===== src/rtl/instr_fetch.sv =====
// Instruction fetch: PC, instruction-memory request, fetch FIFO to decode.
// Ports: clk/rst, fetch_en, iaddr/cs_n/instrCode memory side,
//   redirect_valid/redirect_pc from execute, out_valid/out_instr/out_pc/
//   out_ready to decode, misalign_trap.
// Optional: define FETCH_MISALIGN_TRAP_EN to trap on misaligned redirects.
module instr_fetch #(
  parameter logic [31:0] RESET_PC = 32'h0000_0000,
  parameter int          DEPTH    = 2
) (
  input  logic        clk,
  input  logic        rst,
  input  logic        fetch_en,
  output logic [31:0] iaddr,
  output logic        cs_n,
  input  logic [31:0] instrCode,
  input  logic        redirect_valid,
  input  logic [31:0] redirect_pc,
  output logic        out_valid,
  output logic [31:0] out_instr,
  output logic [31:0] out_pc,
  input  logic        out_ready,
  output logic        misalign_trap
);

  localparam int PW = $clog2(DEPTH);
  localparam int CW = PW + 1;
  localparam logic [CW-1:0] DEPTH_C = CW'(DEPTH);

`ifdef FETCH_MISALIGN_TRAP_EN
  typedef enum logic {FETCH = 1'b0, TRAP = 1'b1} state_e;
`else
  typedef enum logic {FETCH = 1'b0} state_e;
`endif

  state_e        state_q, state_d;
  logic [31:0]   pc_q, pc_d;
  logic [CW-1:0] count_q, count_d;
  logic [PW-1:0] wr_ptr_q, wr_ptr_d;
  logic [PW-1:0] rd_ptr_q, rd_ptr_d;
  logic [31:0]   mem_pc_q    [DEPTH];
  logic [31:0]   mem_instr_q [DEPTH];

  logic          pop;
  logic          issue;
  logic [31:0]   redir_tgt;
  state_e        redir_state;

  assign iaddr     = pc_q;
  assign cs_n      = ~issue;
  assign out_valid = (count_q != '0);
  assign out_pc    = mem_pc_q[rd_ptr_q];
  assign out_instr = mem_instr_q[rd_ptr_q];

`ifdef FETCH_MISALIGN_TRAP_EN
  assign redir_tgt     = redirect_pc;
  assign redir_state   = (redirect_pc[1:0] != 2'b00) ? TRAP : FETCH;
  assign misalign_trap = (state_q == TRAP);
`else
  // Low address bits are dropped: targets are forced word aligned.
  logic unused_redir_lo;
  assign unused_redir_lo = ^redirect_pc[1:0];
  assign redir_tgt       = {redirect_pc[31:2], 2'b00};
  assign redir_state     = FETCH;
  assign misalign_trap   = 1'b0;
`endif

  always_comb begin
    pop   = out_valid & out_ready;
    issue = (state_q == FETCH) & fetch_en & ~redirect_valid
          & ((count_q < DEPTH_C) | pop);
  end

  always_comb begin
    state_d  = state_q;
    pc_d     = pc_q;
    count_d  = count_q;
    wr_ptr_d = wr_ptr_q;
    rd_ptr_d = rd_ptr_q;
    if (redirect_valid) begin
      // Flush wins over any same-cycle pop.
      state_d  = redir_state;
      pc_d     = redir_tgt;
      count_d  = '0;
      wr_ptr_d = '0;
      rd_ptr_d = '0;
    end else begin
      if (issue) begin
        pc_d     = pc_q + 32'd4;
        wr_ptr_d = wr_ptr_q + PW'(1);
      end
      if (pop) begin
        rd_ptr_d = rd_ptr_q + PW'(1);
      end
      case ({issue, pop})
        2'b10:   count_d = count_q + CW'(1);
        2'b01:   count_d = count_q - CW'(1);
        default: count_d = count_q;
      endcase
    end
  end

  always_ff @(posedge clk or posedge rst) begin
    if (rst) begin
      state_q  <= FETCH;
      pc_q     <= RESET_PC;
      count_q  <= '0;
      wr_ptr_q <= '0;
      rd_ptr_q <= '0;
    end else begin
      state_q  <= state_d;
      pc_q     <= pc_d;
      count_q  <= count_d;
      wr_ptr_q <= wr_ptr_d;
      rd_ptr_q <= rd_ptr_d;
    end
  end

  always_ff @(posedge clk or posedge rst) begin
    if (rst) begin
      for (int i = 0; i < DEPTH; i++) begin
        mem_pc_q[i]    <= '0;
        mem_instr_q[i] <= '0;
      end
    end else if (issue) begin
      mem_pc_q[wr_ptr_q]    <= pc_q;
      mem_instr_q[wr_ptr_q] <= instrCode;
    end
  end

endmodule


===== config.mk =====
export PLATFORM = sky130hd
export DESIGN_NAME = instr_fetch
export DESIGN_NICKNAME = d
export VERILOG_FILES = /design/src/rtl/instr_fetch.sv
export SDC_FILE = /design/constraint.sdc
export NUM_CORES = 1
export LEC_CHECK = 0
export ABC_CLOCK_PERIOD_IN_PS = 5600
export BUFFER_PORTS_ARGS = -buffer_cell sky130_fd_sc_hd__buf_2
export CORE_MARGIN = 1.5
export CORE_UTILIZATION = 45
export DETAILED_ROUTE_END_ITERATION = 10
export PLACE_DENSITY = 0.68
export SLEW_MARGIN = 25
export SYNTH_ARGS = -nofsm -noshare
export SYNTH_HDL_FRONTEND = slang
export SYNTH_SLANG_ARGS = --single-unit

===== constraint.sdc =====
create_clock -name clk -period 5.6 [get_ports clk]
set_input_delay 0.28 -clock clk [delete_from_list [all_inputs] [get_ports clk]]
set_output_delay 0.28 -clock clk [all_outputs]
set_load 0.01 [all_outputs]

==> impl_results.md <==
* Status: completed
* Ratio of total power to cell area at 392 mW/mm²
* Routed WL per cell at 17.2 µm
* Die width at 131 µm
* Hold Fails Final Rpt at 0
* Hpwl dp at 10.9 mm
* Simple-gate share of the synthesized area at 0.0796
* Part of the power in registers at 0.460
* Vias in the first global route at 5,119
* Deepest clock path buffer count at 2
* Syn avg cell area at 13.1 µm²
* HP Class: input port to flip-flop
* Sequential fraction of the synthesis area at 0.538
* Routability-driven placement congestion ratio at 0.799
* Final std cells w/o fill at 944
* Die Y at 131 µm
* RSZ-0062 raised after global routing: false
* Reg area at 0.00396 mm²
* Final Critical Period at 2.70 ns
* IO Count at 168
* Hold_ws at 0.0648 ns
* Period utilization at 0.482
* CTS tree: yes
* Via-to-Cell Ratio at 5.20
* Final Util at 0.556
* Achievable frequency at 370 MHz
* Comb pwr share at 0.221
* Worst path buffer plus inverter count at 2
* # clock sinks at 158
* Core Box Area at 0.0159 mm²
* Multi-input logic area at 0.00318 mm²
* Synth Warn # at 0
* Final setup violation count at 0
* Initial Util at 0.461
* Async S/R FF share, synth at 1.00
* Tightest Pin Transition at 0.918 ns
* Grt ovf at 0
* Cts repair resizes at 0
* EDFF count, synth at 0
* # H-tree levels at 4
* Global-route wire length before repair at 25.9 mm
* Iter 0 DRT Violations at 190
* Initial antenna violation count at 0
* Synth Area in Compound Gates at 0.0310
* Crit path cell chain: buf_4, mux2_2, buf_2
* Synth Flop Type: dfrtp_1
* Slowest library cell on the worst path: dfrtp_2
* Leakage at 4.00 nW
* Clk_skew at 0.0117 ns
* CP endpoint kind: output port
* Row count at 46
* Total power at 3.47 mW
* Share of cells above drive strength 1 at 0.464
* Multiplexer share of the synthesized area at 0.285
* P_sw at 0.966 mW
* Synthesis-to-finish area growth at 20.5%
* Relative slew slack at 0.388
* Initial DRT Pass Iterations at 4
* Post-route DRC at 0
* Max Cap Viol at 0
* Number of I/O port buffers at 160
* N_diodes at 0
* Global Route Usage Sum at 0.198
* Synth Register Bits at 158
* Detailed Route WL at 16.2 mm
* Critical path type: flip-flop to output port
* Post-CTS Setup Repair Bufs at 0
* Worst path arrival time at 2.42 ns
* Max-slew violation total from the final report at 0
* Largest net degree at the start of global routing at 105
* Antenna-violating nets left at 0
* Synth Area in Adders at 0.00170
* Netlist cell types at 41
* Die area at 0.0171 mm²
* Clock transition at path regs at 0.06 ns
* Most common cell after layout, fill and taps aside: buf_2
* Worst path required time at 5.32 ns
* Setup TNS at 0 ns
* Int Power at 2.50 mW
* Largest family of logic cells by synthesized area: multiplexers
* Skew-Pair Late Insertion Delay at 0.43 ns
* Crit-path leading delay family: flip-flops
* Most frequent cells in the layout: buf_2 (160), dfrtp_1 (157), mux2_2 (129)
* Via count at 4,907
* Dpl cells at 912
* Clock share of power at 0.319
* Maximum VDD drop at 0.207 mV
* Xor and xnor area share after synthesis at 0.0322
* Nets at 786
* Root Driver: clkbuf_16
* Switch share at 0.278
* Syn Inst Count at 560
* Number of buffers created by CTS at 17
* Filler cells at 1,350
* Synthesized area at 0.00735 mm²
* Worst setup SP type: flip-flop
* CTS hold repair buffers at 0
* Crit path largest cell delay at 0.87 ns
* Critical path fanouts, max at 34
==> logic make-up (layout without fill, tap and decap cells) <==
family / Yosys count / in the layout
multiplexers: 186 / 186
flip-flops: 158 / 158
AND/OR/NAND/NOR: 109 / 109
AO/OA/AOI/OAI: 39 / 39
buffers and inverters: 39 / 203
XOR/XNOR: 27 / 27
adder cells (fa/ha/maj): 1 / 1
other: 1 / 5
==> worst paths after layout <==
kind / from / endpoint / slack, ns / cells after the start
max in group asynchronous: rst / rd_ptr_q / 4.23 / 3
max: rd_ptr_q / out_pc[28] / 2.90 / 3
min reg2reg: mem_pc_q[23] / mem_pc_q[23] / 0.48 / 2
min: redirect_pc[13] / iaddr[13] / 0.06 / 3
max reg2reg: count_q[1] / mem_pc_q[15] / 3.09 / 5
min in group asynchronous: rst / mem_instr_q[15] / 0.07 / 2
==> cells in the mapped netlist, types with 4 or more instances <==
| cell | count | share of area |
|---|---|---|
| xnor2_1 | 19 | 0.023 |
| clkbuf_1 | 14 | 0.0071 |
| inv_1 | 5 | 0.0026 |
| nand3_1 | 7 | 0.0048 |
| o311ai_0 | 4 | 0.0048 |
| o21ai_0 | 25 | 0.017 |
| buf_4 | 13 | 0.013 |
| nor4_1 | 6 | 0.0051 |
| mux2_2 | 129 | 0.20 |
| mux2_1 | 56 | 0.086 |
| nor3_1 | 9 | 0.0061 |
| xor2_1 | 8 | 0.0095 |
| buf_6 | 6 | 0.0092 |
| nand2_1 | 47 | 0.024 |
| nand4_1 | 8 | 0.0068 |
| dfrtp_1 | 158 | 0.54 |
| nor2_1 | 10 | 0.0051 |
==> per-stage QoR <==
step	setup slack [ns]	instance area [µm²]
after floorplan	1.06	7370
after global placement	2.41	8260
after detailed placement	2.68	8290
after CTS	2.69	8840
after global routing	2.76	8860
final	2.90	8860
==> cell type report <==
cell class,instances,share of cell area
flip-flops and latches,158,0.446
multi-input cells,367,0.359
repair buffers,167,0.0994
clock buffers,20,0.0493
well taps,216,0.0305
clock inverters,11,0.0134
inverters,5,0.00268
==> routing by layer <==
layer,vias to the layer above,wire length [µm],track usage
li1,2295,-,-
met1,2456,7080,0.246
met2,140,7860,0.331
met3,16,1080,0.0656
met4,0,214,0.0562
met5,-,0,0
==> state kept, by name, indices dropped and copies added (netlist names) <==
name / count
wr_ptr_q: 1
rd_ptr_q: 1
count_q: 2
iaddr: 30
mem_instr_q: 64
mem_pc_q: 60
==> worst register-to-register path, cell delays in order, from the launching register on <==
cell	delay, ns
dfrtp_1	0.43
nand2b_1	0.33
and2_1	0.45
nand3_4	0.46
buf_12	0.38
mux2_1	0.35
==> power by group through the flow <==
stage	Clock, mW	Combinational, mW	Sequential, mW
after CTS	1.13	0.780	1.60
after floorplan	0	0.539	1.57
after global routing	1.19	0.847	1.64
final	1.11	0.767	1.60
after detailed placement	0	0.775	1.62
after global placement	0	0.746	1.59
Note: power is estimated with default switching activity, not from simulation.
